$ cat config.mk
export PLATFORM = sky130hd
export DESIGN_NAME = uart_rx_pkt_parser
export DESIGN_NICKNAME = d
export VERILOG_FILES = /design/src/rtl/uart_pkg.sv /design/src/rtl/uart_pkt_buf.sv /design/src/rtl/uart_rx_pkt_parser.sv
export SDC_FILE = /design/constraint.sdc
export NUM_CORES = 1
export LEC_CHECK = 0
export ABC_AREA = 1
export ABC_CLOCK_PERIOD_IN_PS = 1600
export BUFFER_PORTS_ARGS = -buffer_cell sky130_fd_sc_hd__buf_2
export CORE_MARGIN = 2
export CORE_UTILIZATION = 40
export DETAILED_ROUTE_END_ITERATION = 7
export PLACE_DENSITY_LB_ADDON = 0.2
export SYNTH_ARGS = -nofsm -noshare
export SYNTH_HDL_FRONTEND = slang
export SYNTH_SLANG_ARGS = --single-unit
export TNS_END_PERCENT = 100
$ cat constraint.sdc
create_clock -name clk -period 1.6 [get_ports clk]
set_input_delay 0.24 -clock clk [delete_from_list [all_inputs] [get_ports clk]]
set_output_delay 0.24 -clock clk [all_outputs]
set_load 0.02 [all_outputs]
$ cat src/rtl/uart_pkg.sv
// Shared constants for the UART receive path: start-of-frame marker,
// parser error codes and the parser state encoding.
package uart_pkg;

  localparam logic [7:0] SOF_BYTE = 8'hA5;

  localparam logic [1:0] ERR_BAD_LEN = 2'd0;
  localparam logic [1:0] ERR_BAD_CHK = 2'd1;
  localparam logic [1:0] ERR_TIMEOUT = 2'd2;
  localparam logic [1:0] ERR_OVERRUN = 2'd3;

  localparam logic [2:0] ST_IDLE    = 3'd0;
  localparam logic [2:0] ST_LEN     = 3'd1;
  localparam logic [2:0] ST_PAYLOAD = 3'd2;
  localparam logic [2:0] ST_CHK     = 3'd3;
  localparam logic [2:0] ST_EMIT    = 3'd4;

  // Frame checksum accumulation: 8-bit wrapping sum.
  function automatic logic [7:0] sum8(input logic [7:0] a, input logic [7:0] b);
    return a + b;
  endfunction

endpackage

$ cat src/rtl/uart_pkt_buf.sv
// Packet payload store: DEPTH x 8 register array, one synchronous write
// port and one combinational read port.
module uart_pkt_buf #(
  parameter int unsigned DEPTH = 16,
  parameter int unsigned IDX_W = 4
) (
  input  logic             clk,
  input  logic             we_i,
  input  logic [IDX_W-1:0] waddr_i,
  input  logic [7:0]       wdata_i,
  input  logic [IDX_W-1:0] raddr_i,
  output logic [7:0]       rdata_o
);

  logic [7:0] mem_q [DEPTH];

  always_ff @(posedge clk) begin
    if (we_i) begin
      mem_q[waddr_i] <= wdata_i;
    end
  end

  assign rdata_o = mem_q[raddr_i];

endmodule

$ cat src/rtl/uart_rx_pkt_parser.sv
// Frames SOF/LEN/PAYLOAD/CHK packets out of the received byte stream and
// replays only checksum-verified payloads on a valid/ready byte stream.
module uart_rx_pkt_parser
  import uart_pkg::*;
#(
  parameter int unsigned MAX_LEN        = 16,
  parameter int unsigned TIMEOUT_CYCLES = 208320
) (
  input  logic       clk,
  input  logic       rst_n,
  input  logic [7:0] in_data,
  input  logic       in_valid,
  output logic [7:0] out_data,
  output logic       out_valid,
  input  logic       out_ready,
  output logic       out_last,
  output logic       pkt_ok,
  output logic       pkt_err,
  output logic [1:0] err_code,
  output logic       busy,
  output logic [2:0] dbg_state
);

  localparam int unsigned IDX_W = (MAX_LEN > 1) ? $clog2(MAX_LEN) : 1;
  localparam int unsigned TMO_W = $clog2(TIMEOUT_CYCLES);
  localparam logic [7:0]  MAX_LEN_B = 8'(MAX_LEN);
  // The counter value from which the next idle cycle would reach TIMEOUT_CYCLES-1.
  localparam logic [TMO_W-1:0] TMO_FIRE = TMO_W'(TIMEOUT_CYCLES - 2);

  // Handshake: a byte moves when out_valid and out_ready are both high at a
  // rising edge; out_valid never drops and out_data never changes before that.
  logic [2:0]       state_q, state_d;
  logic [7:0]       len_q, len_d;
  logic [7:0]       wr_cnt_q, wr_cnt_d;
  logic [7:0]       rd_idx_q, rd_idx_d;
  logic [7:0]       sum_q, sum_d;
  logic [TMO_W-1:0] tmo_q, tmo_d;
  logic             out_valid_q;
  logic             pkt_ok_q, pkt_ok_d;
  logic             pkt_err_q, pkt_err_d;
  logic [1:0]       err_code_q, err_code_d;
  logic             busy_q;
  logic             buf_we;
  logic [7:0]       buf_rdata;
  logic             hs;
  logic             rd_last;
  logic             in_frame;

  assign hs       = out_valid_q && out_ready;
  assign rd_last  = (rd_idx_q == (len_q - 8'd1));
  assign in_frame = (state_q == ST_LEN) || (state_q == ST_PAYLOAD) || (state_q == ST_CHK);

  always_comb begin
    state_d    = state_q;
    len_d      = len_q;
    wr_cnt_d   = wr_cnt_q;
    rd_idx_d   = rd_idx_q;
    sum_d      = sum_q;
    tmo_d      = '0;
    pkt_ok_d   = 1'b0;
    pkt_err_d  = 1'b0;
    err_code_d = err_code_q;
    buf_we     = 1'b0;

    case (state_q)
      ST_IDLE: begin
        if (in_valid && (in_data == SOF_BYTE)) begin
          state_d = ST_LEN;
        end
      end
      ST_LEN: begin
        if (in_valid) begin
          if ((in_data == 8'd0) || (in_data > MAX_LEN_B)) begin
            pkt_err_d  = 1'b1;
            err_code_d = ERR_BAD_LEN;
            state_d    = ST_IDLE;
          end else begin
            len_d    = in_data;
            wr_cnt_d = 8'd0;
            sum_d    = in_data;
            state_d  = ST_PAYLOAD;
          end
        end
      end
      ST_PAYLOAD: begin
        if (in_valid) begin
          buf_we   = 1'b1;
          sum_d    = sum8(sum_q, in_data);
          wr_cnt_d = wr_cnt_q + 8'd1;
          if (wr_cnt_q == (len_q - 8'd1)) begin
            state_d = ST_CHK;
          end
        end
      end
      ST_CHK: begin
        if (in_valid) begin
          if (in_data == sum_q) begin
            rd_idx_d = 8'd0;
            state_d  = ST_EMIT;
          end else begin
            pkt_err_d  = 1'b1;
            err_code_d = ERR_BAD_CHK;
            state_d    = ST_IDLE;
          end
        end
      end
      ST_EMIT: begin
        // Input cannot be stalled, so anything arriving now is lost.
        if (in_valid) begin
          pkt_err_d  = 1'b1;
          err_code_d = ERR_OVERRUN;
        end
        if (hs) begin
          if (rd_last) begin
            pkt_ok_d = 1'b1;
            state_d  = ST_IDLE;
          end else begin
            rd_idx_d = rd_idx_q + 8'd1;
          end
        end
      end
      default: state_d = ST_IDLE;
    endcase

    // A byte in the expiry cycle takes precedence over the timeout.
    if (in_frame && !in_valid) begin
      if (tmo_q == TMO_FIRE) begin
        pkt_err_d  = 1'b1;
        err_code_d = ERR_TIMEOUT;
        state_d    = ST_IDLE;
      end else begin
        tmo_d = tmo_q + 1'b1;
      end
    end
  end

  always_ff @(posedge clk or negedge rst_n) begin
    if (!rst_n) begin
      state_q     <= ST_IDLE;
      len_q       <= 8'd0;
      wr_cnt_q    <= 8'd0;
      rd_idx_q    <= 8'd0;
      sum_q       <= 8'd0;
      tmo_q       <= '0;
      out_valid_q <= 1'b0;
      pkt_ok_q    <= 1'b0;
      pkt_err_q   <= 1'b0;
      err_code_q  <= ERR_BAD_LEN;
      busy_q      <= 1'b0;
    end else begin
      state_q     <= state_d;
      len_q       <= len_d;
      wr_cnt_q    <= wr_cnt_d;
      rd_idx_q    <= rd_idx_d;
      sum_q       <= sum_d;
      tmo_q       <= tmo_d;
      out_valid_q <= (state_d == ST_EMIT);
      pkt_ok_q    <= pkt_ok_d;
      pkt_err_q   <= pkt_err_d;
      err_code_q  <= err_code_d;
      busy_q      <= (state_d != ST_IDLE);
    end
  end

  uart_pkt_buf #(
    .DEPTH (MAX_LEN),
    .IDX_W (IDX_W)
  ) u_buf (
    .clk     (clk),
    .we_i    (buf_we),
    .waddr_i (wr_cnt_q[IDX_W-1:0]),
    .wdata_i (in_data),
    .raddr_i (rd_idx_q[IDX_W-1:0]),
    .rdata_o (buf_rdata)
  );

  // Gated so stale buffer contents never show outside EMIT or after reset.
  assign out_data  = out_valid_q ? buf_rdata : 8'h00;
  assign out_last  = out_valid_q && rd_last;
  assign out_valid = out_valid_q;
  assign pkt_ok    = pkt_ok_q;
  assign pkt_err   = pkt_err_q;
  assign err_code  = err_code_q;
  assign busy      = busy_q;
  assign dbg_state = state_q;

endmodule

==> run metrics <==
Switching Share 0.252; cells after synthesis 909; H-tree depth 4; GRT Total Usage 0.208; initial DRC count between 500 and 600; Syn Area/Cell 9.88 sq um; DIE WIDTH between 150 and 200 um; total power 10,200 uW; top cell type by total area after synthesis edfxtp_1; CTS tree built; Psw 2570 uW; first-pass iteration count of the detailed router 5; Core ar. 22,000 sq um; crit share post-route 1.44; crit path capture type output pin; post-route ant nets 0; failing checks setup timing; ys async rst share 0.316; arrival time worst endpoint 2.07 ns; CP Class reg -> out; initial antenna violation count 0; Num CTS Buffers 17; Syn Nets 937; complex-gate fraction of the synthesized area 0.111; Rel. slew slack 0.704; Final Critical Period 2.31 ns; synthesized cell area about 9000 sq um; fin nets around 1,100; ANT cells 0; Min-Delay Path Class in -> reg; PortBufs 29; Starting Density 0.409; worst setup margin -0.711 ns; Post-Synth XOR/XNOR Area 0.0205; largest net degree at the start of global routing 60; Yosys warnings 0; Post-DP HPWL 16.2 mm; boundary pin count 30; Worst EP required approximately 1.4 ns; Clock Tree Buf Depth 2; die height approximately 150 um; fmax 433 MHz; Wirelength per Cell roughly 17 um; Main synth FF type edfxtp_1; total congestion overflow 0; Int Power approximately 7600 uW; clk slew on worst S/H paths roughly 0.080 ns; Final Routed Wirelength 24.5 mm; Final Util 0.587; Seq/Total Area, Yosys 0.592; Clk Tree Root Cell clkbuf_16; cell leakage power about 0.0052 uW; Fin. Hold Viols 0; vias in the first global route 7,097; Clk Latency, worst-skew pair about 0.44 ns; worst slew pin tran 0.443 ns; main combinational cell family by area after synthesis simple AND/OR/NAND/NOR gates; row cnt between 50 and 60; Area Growth Syn to Fin 43.6%; Clk pwr share 0.406; Slew Limit Fails 0; combinational share of power 0.076; mux contribution to synthesized area 0; synth unique cells 51; Max-cap violations 0; GPL Wtd Cong ~0.84; Simple-Gate Fraction of Synth Area 0.208; DR vias ~7,300; EDFF count, synth approximately 130; DRC 0; CTS Sinks approximately 190; global-route wire length before repair 38.0 mm; Area contributors post-synth edfxtp_1 43%, dfrtp_1 16%, nand2_1 5.9%; Clock Skew around 0.013 ns; Via density slightly above 5; Final setup violation count 147; CP Max Fanout 6; share of the synthesized area in the top cell type 0.428; Pwr Density around 800 nW/um^2; register bit count reported by yosys 187; Max IR drop VDD 0.000768 V; startpoint types flop; die area ~24,000 sq um; adder-cell area share of the yosys netlist 0.0231; layout cell share with drive strength beyond 1 0.392; Reg power frac 0.518; RSZ-0062 raised after global routing true; outcome finished with violations
## area by class of cell
| class | count | area, sq um |
|---|---|---|
| clock buffers | 17 | 425 |
| inverters | 72 | 297 |
| flip-flops and latches | 187 | 5330 |
| fillers | 1841 | 9060 |
| well taps | 280 | 350 |
| clock inverters | 15 | 155 |
| multi-input cells | 620 | 4240 |
| repair buffers | 217 | 2100 |
## sequential cells by signal (all words and copies together), names as in the netlist
name and count:
busy 1, dbg_state 3, err_code 2, len_q 8
out_valid 1, pkt_err 1, pkt_ok 1, rd_idx_q 8
sum_q 8, tmo_q 18, u_buf.mem_q 128, wr_cnt_q 8
## Yosys cell counts, types with 11 or more instances
cell type,instances
o221ai_1,13
edfxtp_1,128
nor2_1,132
dfrtp_1,59
inv_1,67
o22ai_1,19
clkbuf_1,20
nor3_1,22
ha_1,15
nand2_1,142
a31oi_1,11
o21ai_0,82
xor2_1,16
a21oi_1,24
nor2_2,12
nand4_1,11
nand3_1,62
## per-stage QoR
step / TNS [ns] / hold WS [ns] / cell area, sq um / worst slack [ns] / std cells
after detailed placement: -14.49 / 0.279 / 10900 / -0.396 / 1327
after floorplan: -2.67 / -0.0556 / 9410 / -0.0870 / 909
final: -16.74 / 0.233 / 12900 / -0.711 / 1408
after CTS: -10.91 / 0.197 / 12200 / -0.710 / 1383
after global placement: -13.81 / 0.283 / 10900 / -0.373 / 1327
after global routing: -27.13 / 0.240 / 12900 / -0.786 / 1408
## critical path, cell delays in order (launching register included)
cell and delay (ns):
dfrtp_2 0.44, clkinv_4 0.14, buf_8 0.16, buf_6 0.11, o21ai_2 0.11, o22ai_1 0.09, o211ai_1 0.31, a31oi_4 0.13
buf_6 0.14
## layer usage
metal / vias to the layer above / GRT usage / part of all wire
met5: - / 0 / 0
met4: 0 / 0.0725 / 0.026
met3: 41 / 0.0304 / 0.043
met2: 171 / 0.347 / 0.49
met1: 3504 / 0.281 / 0.44
li1: 3591 / - / -
## cells in the final DEF (no fill, tap or decap), types with 18 or more instances in the layout
master	instances
o21ai_1	19
nor2_4	32
buf_12	27
nand2_2	26
dfrtp_1	54
edfxtp_1	128
clkbuf_16	19
nand3_1	48
buf_2	21
inv_1	49
nand2_1	112
o22ai_1	18
nor2_1	102
o21ai_0	59
a21oi_1	19
buf_6	21
buf_4	139
## logic make-up after synthesis
kind of cell | Yosys count
simple gates | 412
flops | 187
compound gates | 170
buf+inv | 103
xor+xnor | 21
fa+ha+maj | 16
## path summary, 6_finish.rpt
kind,startpoint,to,slack (ns),cells past startpoint
max in group asynchronous,rst_n,rd_idx_q[0],0.97,3
worst max-delay path,rd_idx_q[0],out_data[2],-0.71,8
worst min-delay path,out_ready,dbg_state[2],0.23,4
worst max register to register,len_q[0],busy,-0.34,12
worst min register to register,sum_q[7],sum_q[7],0.51,2
min in group asynchronous,rst_n,tmo_q[15],0.35,3
## repair_timing
item	CTS	global route
cloned	3	2
hold buffers	1	0
pin swaps	65	71
gates resized for setup	123	104
hold endpoints to repair	59	0
setup endpoints to repair	157	177
buffers inserted	23	26
## power groups by stage
| stage | registers, uW | logic (uW) | clock network, uW |
|---|---|---|---|
| 2_1_floorplan | 5380 | 321 | 0 |
| 3_3_place_gp | 5380 | 630 | 0 |
| 3_5_place_dp | 5380 | 639 | 0 |
| 4_1_cts | 5280 | 715 | 4180 |
| 5_1_grt | 5290 | 855 | 4370 |
| 6_report | 5280 | 778 | 4140 |
No activity file was read; power rests on OpenSTA's default activity.
